**config.mk**
```make
export PLATFORM = sky130hd
export DESIGN_NAME = uart_lb_baud
export DESIGN_NICKNAME = d
export VERILOG_FILES = /design/src/rtl/uart_lb_baud.sv
export SDC_FILE = /design/constraint.sdc
export NUM_CORES = 1
export LEC_CHECK = 0
export CAP_MARGIN = 20
export CORE_MARGIN = 4
export CORE_UTILIZATION = 45
export DETAILED_ROUTE_END_ITERATION = 12
export GPL_TIMING_DRIVEN = 0
export PLACE_DENSITY = 0.66
export SLEW_MARGIN = 10
export SYNTH_ARGS = -nofsm -noshare
export SYNTH_HDL_FRONTEND = slang
export SYNTH_SLANG_ARGS = --single-unit
```
**constraint.sdc**
```tcl
create_clock -name clk -period 2 [get_ports clk]
set_input_delay 0.2 -clock clk [delete_from_list [all_inputs] [get_ports clk]]
set_output_delay 0.2 -clock clk [all_outputs]
set_load 0.02 [all_outputs]
```
**src/rtl/uart_lb_baud.sv**
```systemverilog
// -----------------------------------------------------------------------------
// uart_lb_baud
// Reloadable bit-period down-counter. After a reload the counter holds
// CLKS_PER_BIT-1 and counts down while enabled, wrapping back to the full
// period on its own, so consecutive bits need no further reloads.
//
// Ports:
//   clk      in  system clock
//   rst      in  asynchronous active-low reset
//   reload   in  restart the bit period (takes priority over enable)
//   enable   in  count this cycle
//   midTick  out one-cycle pulse CLKS_PER_BIT/2 cycles into each bit
//   endTick  out one-cycle pulse on the last cycle of each bit
// -----------------------------------------------------------------------------
module uart_lb_baud #(
    parameter int CLKS_PER_BIT = 868
) (
    input  logic clk,
    input  logic rst,
    input  logic reload,
    input  logic enable,
    output logic midTick,
    output logic endTick
);

    localparam int CNT_W = (CLKS_PER_BIT > 1) ? $clog2(CLKS_PER_BIT) : 1;
    localparam logic [CNT_W-1:0] FULL = CNT_W'(CLKS_PER_BIT - 1);
    localparam logic [CNT_W-1:0] MID  = CNT_W'(CLKS_PER_BIT - 1 - CLKS_PER_BIT / 2);

    logic [CNT_W-1:0] cnt;

    // NOTE: state registers use non-blocking assignments so every flop samples
    // the pre-edge values of the others, independent of statement order.
    always_ff @(posedge clk or negedge rst) begin
        if (!rst) begin
            cnt <= '0;
        end else if (reload) begin
            cnt <= FULL;
        end else if (enable) begin
            cnt <= (cnt == '0) ? FULL : cnt - CNT_W'(1);
        end
    end

    assign midTick = enable && !reload && (cnt == MID);
    assign endTick = enable && !reload && (cnt == '0);

endmodule

```
== Yosys cells after proc, flatten, opt, wreduce, memory -nomap -nowiden ==
Cells that the tools add are included.
Storage, ports and cells
  register bits after elaboration: 10
  input bits: 4
Cells by class
  add/sub/neg operators: 1
  eq/ne operators: 1
  mux-type cells: 3
  reduce and logical (&&, ||, !) cells: 6
Operator list (count)
  10-bit 2-to-1 mux: 3
  10-bit by 9-bit equality test with 1-bit output (second input constant): 1
  10-bit logical NOT: 1
  10-bit by 1-bit subtractor with 10-bit output (second input constant): 1
  1-bit logical AND: 3
  2-bit nonzero test: 1
  1-bit logical NOT: 1

== Depth between registers and ports, before layout ==
Gate-level depths: netlist of run 1.
  depth after elaboration: 4
  mapped depth: 5
  mapped depth without buffers: 5

== Worst setup path after synthesis of run 1 ==
No wires, ideal clock.
  kind: reg2reg
  from: register cnt[0]
  to: register cnt[6]
  library setup time: 0.131 ns
  arrival: 1.437 ns
  data required time: 1.869 ns
  setup slack: 0.432 ns
  stages on the path, launching flop included: 6
  clock period less this slack: 1.568 ns
  path through: dfrtp_1 -> inv_1 -> ha_1 -> nand4bb_1 -> o31a_1 -> or3_1
Between the ends
  cells in the longest elaborated chain, start to end: 4
Ends and longest elaborated chain
  start, declared: line 30  | logic [CNT_W-1:0] cnt;
  start signal, assigned: line 40  | cnt <= (cnt == '0) ? FULL : cnt - CNT_W'(1);
  10-bit by 1-bit subtractor with 10-bit output or 10-bit logical NOT (tied branches): line 40
  10-bit 2-to-1 mux *: line 40
  10-bit 2-to-1 mux *: line 39  | end else if (enable) begin
  10-bit 2-to-1 mux *: line 37  | end else if (reload) begin
Mark *: on every way between the ends. The rest lies on a longest branch, timed or not. The select of a mux whose other input is x is not followed.
A chain may end at the register's enable or synchronous reset.

== Final worst setup path of run 1 ==
  from: register cnt[0]
  to: output port endTick
Between the ends
  cells in the longest elaborated chain, start to end: 2
Ends and longest elaborated chain
  10-bit logical NOT: line 45  | assign endTick = enable && !reload && (cnt == '0);
  1-bit logical AND: line 45
  end, declared: line 23  | output logic endTick
No other way between the ends.

==> results of run 1 <==
cells in the mapped netlist (all sizes together), types with 2 or more instances:
cell type	number	area, um^2
ha	2	25.0
a21oi	2	10.0
nand4	3	18.8
nor2	5	18.8
o21ai	4	20.0
inv	5	18.8
nand2	2	7.51
nor4	4	25.0
clkbuf	4	15.0
a31oi	2	12.5
nand3	2	10.0
or3	3	18.8
nor2b	4	25.0
nor3	6	30.0
dfrtp	10	250
layer usage:
metal | vias to the layer above | global-route usage, % | wire, um
met2 | 6 | 23.4 | 650
met5 | - | 0 | 0
li1 | 294 | - | -
met3 | 6 | 2.37 | 42
met4 | 0 | 13.6 | 48
met1 | 287 | 19.1 | 758
worst max path at each step:
stage	start	to	slack, ps	depth (start not counted)
3_5_place_dp	enable	midTick	-320	6
6_report	cnt[0]	endTick	80	5
3_3_place_gp	enable	midTick	-360	6
5_1_grt	cnt[6]	endTick	20	4
4_1_cts	cnt[4]	endTick	20	5
2_1_floorplan	cnt[0]	cnt[6]	430	5
cells by family (layout without fill, tap and decap cells):
| family | Yosys count | in the layout | synth area share, % |
|---|---|---|---|
| compound gates | 15 | 15 | 15.7 |
| buf+inv | 10 | 18 | 6.96 |
| flops | 10 | 10 | 38.7 |
| fa+ha+maj | 2 | 2 | 3.87 |
| simple gates | 37 | 37 | 34.8 |
worst max-delay path, cell delays in order, from the launching register on:
cell and delay [ps]:
dfrtp_1 450, inv_1 90, ha_2 230, and4_4 270
and2_1 130, clkdlybuf4s15_2 250
per-stage QoR:
| stage | hold slack [ps] | instances |
|---|---|---|
| after floorplan | -95.6 | 74 |
| after global placement | 553 | 93 |
| after detailed placement | 547 | 93 |
| after CTS | 247 | 98 |
| after global routing | 251 | 97 |
| final | 234 | 97 |
repair_timing:
| item | CTS | global route |
|---|---|---|
| resized for setup | 10 | 6 |
| pin swaps | 1 | 0 |
| hold buffers | 0 | 0 |
| setup buffers | 1 | 0 |
| endpoints found under the setup margin | 2 | 2 |
area by class of cell:
| type | count | share of cell area [%] |
|---|---|---|
| buffer | 4 | 3.04 |
| timing repair buffer | 5 | 6.08 |
| clock buffer | 4 | 4.64 |
| sequential | 10 | 32.3 |
| inverter | 5 | 2.40 |
| tap | 15 | 2.40 |
| multi-input combinational | 54 | 49.1 |
power by group:
part           switching [W]  internal, W  leakage [nW]
combinational      0.0000253    0.0000168         0.156
clock              0.0000816     0.000111        0.0210
sequential        0.00000753     0.000207         0.108
==> flow_summary.toml, run 1 <==
[yosys]
synth_seq_area_share_pct = 38.7
synth.lib_cells_used.distinct = 32
async_reset_ff_share_pct = 100
avgSynthCellArea_um2 = 8.74
post_synth_inst_count = 74
yosys_most_used_dff = "dfrtp_1"
post_synth_instance_area_um2 = 647
synth_edf_count = 0
postSynthRegisterBits = 10
synth_fp_nets = 80
ys.warnings.count = 0

[final_layout]
mostFrequentLayoutCell = "dfrtp_1"
fillerInstances = 131
final_util_pct = 58.6
finalNetCount = 89
largest_register_ffs = 10
largest-register = "cnt"
multi_input_comb_area_um2 = 384
syn_to_final_growth_pct = 20.9
biggestRegsByFlops = "cnt: 10 flops"
diodes = 0
final-seq-area_um2 = 253
most-common-layout-cells = "dfrtp_1 (8), inv_1 (5), nor2_1 (5), nor3_1 (5)"
finish.instance_area_um2 = 782
layout-drive-gt1-share_pct = 19.5

[timing]
slew_viol_final = 0
worst_slack_ps = 84.5
period_share_pct = 95.8
min_period_ps = 1920
rsz0062_at_grt = "no"
worst_slew_margin_rel_pct = 58.7
fmax_ghz = 0.522
hold_viol_final = 0
finClkSkew_ps = 1.91
worst-slew-pin-transition_ps = 614
timing.final.setup_violations = 0
fin_setup_tns_ps = 0

[global_routing]
antenna_found_initial = 0
grt_pass1_vias = 499
grt_first_pass_wirelength_mm = 2.24
grt_usage_pct = 15.6
global_route.overflow_total = 0
grt_max_degree = 11

[clocking]
cts_buffer_depth = 2
clock_transition_time_at_the_flip_flop_clock_pins_of_the_worst_setup_and_hold_paths_ps = 70
numClockSinks = 10
cts_root_buf = "clkbuf_4"
clock_network_latency_to_the_later_pin_of_the_worst_skew_pair_ps = 280
tritoncts.num_buffers = 3
cts_htree_levels = 1
tritoncts = "done"

[min_path]
hold_class = "in2async"

[power]
cellPowerDensity_nw_per_um2 = 574
power_w = 0.000449
ir_worst_vdd_uv = 393
total_leakage_power_nw = 0.286

[die]
floorplan.die_area_um2 = 2110
core_area_um2 = 1330
die_h_um = 45.9
start_util_pct = 48.5
standard_cell_row_count = 13
pin_count = 6
die-width_um = 45.9

[placed_design]
gpl.final_weighted_congestion = 0.811
detailed_place_hpwl_um = 986
pre_cts_slack_ps = -324
detailed_place.area_um2 = 706
placement.io_buffers = 4

[routing]
drt_pass1_iterations = 4
drc = 0
vias = 593
ant_nets = 0
avgRoutedWirePerCell_um = 15.5
wirelength_routed_mm = 1.50
first_iter_violations = 7
route.detailed.vias_per_inst = 6.11

[critical_path]
setup.worst_path.start_class = "flip-flop"
worst_r2r_endpoint = "cnt[6]"
worstPathArrival_ps = 1720
regToRegSetupSlack_ps = 240
crit_path_end_kind = "output port"
critPathRequiredTime_ps = 1800
worst_r2r_path_depth = 5
critical_path.reg2reg.startpoint = "cnt[0]"
startpoint_to_endpoint_class_of_the_critical_path = "reg2out"
crit_path_max_fanout = 7

[outcome]
run_status = "completed"

[flow_run]
max-cap-violations = 0
Power figures use the tool's default switching activity.
==> inputs of run 2 (changes only) <==
CORE_AREA = 4 4 41 43   (was not set)
CORE_MARGIN = not set   (was 4)
CORE_UTILIZATION = not set   (was 45)
DIE_AREA = 0 0 45 47   (was not set)
PLACE_DENSITY = 0.7   (was 0.66)
==> run 2 against run 1 <==
  * Die area grew 0.32%
  * Critical path type unchanged
  * Power decreased by 12%
  * Final area fell by 2.7%
  * Routed wire length shrank 2.8%
  * Via count is 3.0% higher
  * Highest routed layer unchanged
  * Sequential power about the same
  * Core utilization decreased by 0.17 points
  * Clock power down 29%
  * Non-clock buffer count is the same
  * Cell count down 1.0%
  * Sequential share of layout area is 0.57 points higher
  * Worst setup slack lost 8.9 ps
==> flow_summary.toml, run 2 (same netlist as run 1, synthesis figures left out) <==
[die]
floorplan.die_area_um2 = 2120
start_util_pct = 49.7
die-width_um = 45
pin_count = 6
die_h_um = 47
standard_cell_row_count = 13
core_area_um2 = 1300

[critical_path]
setup.worst_path.start_class = "flip-flop"
startpoint_to_endpoint_class_of_the_critical_path = "reg2out"
crit_path_end_kind = "output port"
critPathRequiredTime_ps = 1800
worstPathArrival_ps = 1720
crit_path_max_fanout = 6

[timing]
slew_viol_final = 0
rsz0062_at_grt = "no"
fmax_ghz = 0.520
hold_viol_final = 0
finalHoldWorstSlack_ps = 255
worst_slack_ps = 75.6
worst_slew_margin_rel_pct = 54.5
timing.final.setup_violations = 0
min_period_ps = 1920
finClkSkew_ps = 1.88
worst-slew-pin-transition_ps = 677
period_share_pct = 96.2

[power]
cellPowerDensity_nw_per_um2 = 517
ir_worst_vdd_uv = 474
total_leakage_power_nw = 0.277
power_w = 0.000394

[placed_design]
pre_cts_slack_ps = -351
detailed_place.area_um2 = 706
gpl.final_weighted_congestion = 0.780
dp_cells = 93
placement.io_buffers = 4
detailed_place_hpwl_um = 996

[min_path]
hold_class = "in2async"

[clocking]
tritoncts.num_buffers = 3
tritoncts = "done"
cts_htree_levels = 1
cts_buffer_depth = 2
cts.hold.buffers_added = 0
cts_root_buf = "clkbuf_4"
clock_transition_time_at_the_flip_flop_clock_pins_of_the_worst_setup_and_hold_paths_ps = 60
numClockSinks = 10
clock_network_latency_to_the_later_pin_of_the_worst_skew_pair_ps = 260

[routing]
ant_nets = 0
drt_pass1_iterations = 4
route.detailed.vias_per_inst = 6.36
first_iter_violations = 16
vias = 611
drc = 0
wirelength_routed_mm = 1.46
avgRoutedWirePerCell_um = 15.2

[global_routing]
antenna_found_initial = 0
top_usage_layer = "met2"
global_route.overflow_total = 0
grt_max_degree = 11
grtUsageMet3_pct = 2.30
grt_pass1_vias = 541
grt_first_pass_wirelength_mm = 2.46
grt_usage_pct = 16.5
globalRouteMet1Util_pct = 21.6
use_met2_pct = 24.6

[flow_run]
max-cap-violations = 0

[final_layout]
biggestRegsByFlops = "cnt: 10 flops"
mostFrequentLayoutCell = "dfrtp_1"
largest_register_ffs = 10
finish.instance_area_um2 = 761
syn_to_final_growth_pct = 17.6
fin_cells = 96
finalNetCount = 89
layout-drive-gt1-share_pct = 16.0
fillerInstances = 122
largest-register = "cnt"
diodes = 0
most-common-layout-cells = "dfrtp_1 (10), inv_1 (5), nor2_1 (5), nor3_1 (5)"

[outcome]
run_status = "completed"
## run 2: cell types whose count changed in the layout (fill, tap and decap cells not counted), sizes merged
cell    previous run  this run
clkbuf             7         6
## run 2: cell type report
type / count / area, um^2 / share of cell area [%]
Buffer: 4 / 23.8 / 3.12
Clock buffer: 3 / 22.5 / 2.96
Multi-Input combinational cell: 54 / 379 / 49.8
Inverter: 5 / 18.8 / 2.47
Tap cell: 15 / 18.8 / 2.47
Sequential cell: 10 / 250 / 32.9
Timing Repair Buffer: 5 / 47.5 / 6.25
## run 2: where the power goes
part / internal (W) / switching, W
registers: 0.000207 / 0.00000837
clock network: 0.0000695 / 0.0000679
logic: 0.0000160 / 0.0000247
## run 2: worst paths after layout
kind | start | end | slack [ps] | cells after the start
setup / recovery | cnt[6] | endTick | 80 | 4
hold / removal | rst | cnt[9] | 260 | 1
setup reg to reg | cnt[0] | cnt[6] | 250 | 5
hold reg to reg | cnt[2] | cnt[2] | 620 | 2
max in group asynchronous | rst | cnt[5] | 1430 | 1
min in group clk | reload | cnt[9] | 390 | 3
## run 2: critical path, stage by stage, from the launching register on
cell             delay, ps
dfrtp_1                460
nor4_4                 320
and4_4                 300
and2_1                 140
clkdlybuf4s15_2        250
## run 2: stage by stage
step | setup TNS [ps] | util [%]
CTS | 0 | 57.6
global route | 0 | 58.5
detailed placement | -641 | 54.2
floorplan | 0 | -
finish | 0 | 58.5
global placement | -624 | 54.2
## run 2: per-layer routing
layer / share of wire, % / wire length, um
met4: 2.6 / 38
met3: 2.1 / 31
met1: 49 / 709
met2: 47 / 679
met5: 0 / 0
## run 2: what timing repair did
action                     CTS  global route
setup endpoints to repair    2             1
setup buffers                1             0
gates resized for setup     10             3
pin swaps                    1             0
==> inputs of run 3 (changes only) <==
--- a/config.mk
+++ b/config.mk
@@ -12,3 +12,3 @@
 export GPL_TIMING_DRIVEN = 0
-export PLACE_DENSITY = 0.7
+export PLACE_DENSITY = 0.76
 export SLEW_MARGIN = 10
==> constraint.sdc (replaced) <==
create_clock -name clk -period 2 [get_ports clk]
set_input_delay 0.4 -clock clk [delete_from_list [all_inputs] [get_ports clk]]
set_output_delay 0.4 -clock clk [all_outputs]
set_load 0.02 [all_outputs]
==> run 3 against run 2 <==
  * First-iteration DRC count is 69% higher
  * Routed wire length is 10% higher
  * Core utilization is 4.2 points higher
  * Sequential power hardly changed
  * Clock power is 6% higher
  * Critical path type unchanged
  * Clock skew is 0.76 ps higher
  * Via count is 0.49% higher
  * Maximum frequency is 0.88% lower
  * Critical path depth stayed put
  * Critical endpoint unchanged
  * Largest cell class unchanged
  * Highest routed layer unchanged
  * Non-clock buffer count is 3 higher
  * Power is 4.0% higher
==> flow_summary.toml, run 3 (same netlist as run 1, synthesis figures left out) <==
[clocking]
tritoncts.num_buffers = 3
cts_htree_levels = 1
cts_root_buf = "clkbuf_4"
clock_transition_time_at_the_flip_flop_clock_pins_of_the_worst_setup_and_hold_paths_ps = 70
numClockSinks = 10
tritoncts = "done"
clock_network_latency_to_the_later_pin_of_the_worst_skew_pair_ps = 270
cts_buffer_depth = 2

[outcome]
run_status = "completed"

[global_routing]
global_route.overflow_total = 0
grt_usage_pct = 18.7
grt_max_degree = 11
antenna_found_initial = 0
grt_first_pass_wirelength_mm = 2.74
grt_pass1_vias = 574

[routing]
wirelength_routed_mm = 1.61
ant_nets = 0
avgRoutedWirePerCell_um = 16.3
route.detailed.vias_per_inst = 6.20
first_iter_violations = 27
vias = 614
drc = 0
drt_pass1_iterations = 4

[timing]
period_share_pct = 97.1
finClkSkew_ps = 2.64
rsz0062_at_grt = "no"
finalHoldWorstSlack_ps = 452
fin_setup_tns_ps = 0
fmax_ghz = 0.515
worst_slack_ps = 58.5
timing.final.setup_violations = 0
hold_viol_final = 0
min_period_ps = 1940
worst_slew_margin_rel_pct = 56.5
worst-slew-pin-transition_ps = 647
slew_viol_final = 0

[placed_design]
detailed_place_hpwl_mm = 1.09
pre_cts_slack_ps = -705
gpl.final_weighted_congestion = 0.811
placement.io_buffers = 4

[final_layout]
diodes = 0
mostFrequentLayoutCell = "dfrtp_1"
layout-drive-gt1-share_pct = 25.0
syn_to_final_growth_pct = 26.1
biggestRegsByFlops = "cnt: 10 flops"
most-common-layout-cells = "dfrtp_1 (7), inv_1 (5), nor2_1 (5), nor3_1 (5), buf_4 (5)"
largest_register_ffs = 10
finalNetCount = 92
largest-register = "cnt"

[min_path]
hold_class = "in2async"

[die]
pin_count = 6
core_area_um2 = 1300
start_util_pct = 49.7
standard_cell_row_count = 13
die-width_um = 45
floorplan.die_area_um2 = 2120
die_h_um = 47

[flow_run]
max-cap-violations = 0

[critical_path]
crit_path_max_fanout = 6
setup.worst_path.start_class = "flip-flop"
worstPathArrival_ps = 1540
critPathRequiredTime_ps = 1600
crit_path_end_kind = "output port"
startpoint_to_endpoint_class_of_the_critical_path = "reg2out"

[power]
internal_power_w = 0.000298
comb_power_share_pct = 12.1
power.switching_fraction_pct = 27.2
netSwitchingPower_w = 0.000111
power_frac_clock_pct = 35.5
sequentialPowerShare_pct = 52.4
power_w = 0.000409
cellPowerDensity_nw_per_um2 = 502
ir_worst_vdd_uv = 357
total_leakage_power_nw = 0.309
run 3: changes by cell type in the layout (fill, tap and decap cells not counted), sizes merged:
cell | before | now
clkdlybuf4s50 | 2 | 1
dlygate4sd2 | 1 | 0
buf | 2 | 8
dlymetal6s2s | 0 | 1
clkdlybuf4s15 | 1 | 0
clkbuf | 6 | 5
run 3: final cells by class:
type / instances / area [um^2]
flip-flops and latches: 10 / 254
repair buffers: 8 / 71.3
fillers: 115 / 485
plain buffers: 4 / 33.8
inverters: 5 / 18.8
multi-input cells: 54 / 397
well taps: 15 / 18.8
clock buffers: 3 / 22.5
run 3: final timing paths:
kind / slack [ps] / startpoint / to / depth (start not counted)
setup / recovery: 60 / cnt[4] / endTick / 4
hold / removal: 450 / rst / cnt[8] / 1
setup reg to reg: 300 / cnt[4] / cnt[8] / 4
hold reg to reg: 540 / cnt[0] / cnt[0] / 1
max in group asynchronous: 1190 / rst / cnt[0] / 1
min in group clk: 540 / cnt[0] / cnt[0] / 1
run 3: critical path: stages (launching register included):
cell	delay [ps]
dfrtp_2	460
nor4_4	300
and4_4	260
and2_4	140
buf_6	100
run 3: power groups by stage:
stage	clock [W]	sequential, W	combinational (W)
2_1_floorplan	0	0.000216	0.0000258
3_3_place_gp	0	0.000217	0.0000388
3_5_place_dp	0	0.000217	0.0000410
4_1_cts	0.000144	0.000214	0.0000443
5_1_grt	0.000156	0.000215	0.0000550
6_report	0.000145	0.000215	0.0000495
run 3: through the flow:
stage	area, um^2	instances	utilization (%)
after floorplan	647	74	-
after detailed placement	706	93	54.2
final	816	99	62.7
after global routing	816	99	62.7
after CTS	768	97	59.0
after global placement	706	93	54.2
run 3: per-layer routing:
metal	vias to the layer above	share of wire, %	GRT usage (%)
li1	297	-	-
met1	287	42	23.8
met2	26	50	29.7
met3	4	5.7	2.30
met4	0	2.4	12.3
met5	-	0	0
run 3: timing repair:
| action | in CTS | in global routing |
|---|---|---|
| hold buffers | 0 | 0 |
| endpoints found under the setup margin | 2 | 2 |
| hold endpoints to repair | 0 | 0 |
| pin swaps | 2 | 2 |
| buffers inserted | 2 | 2 |
| gates resized for setup | 19 | 10 |
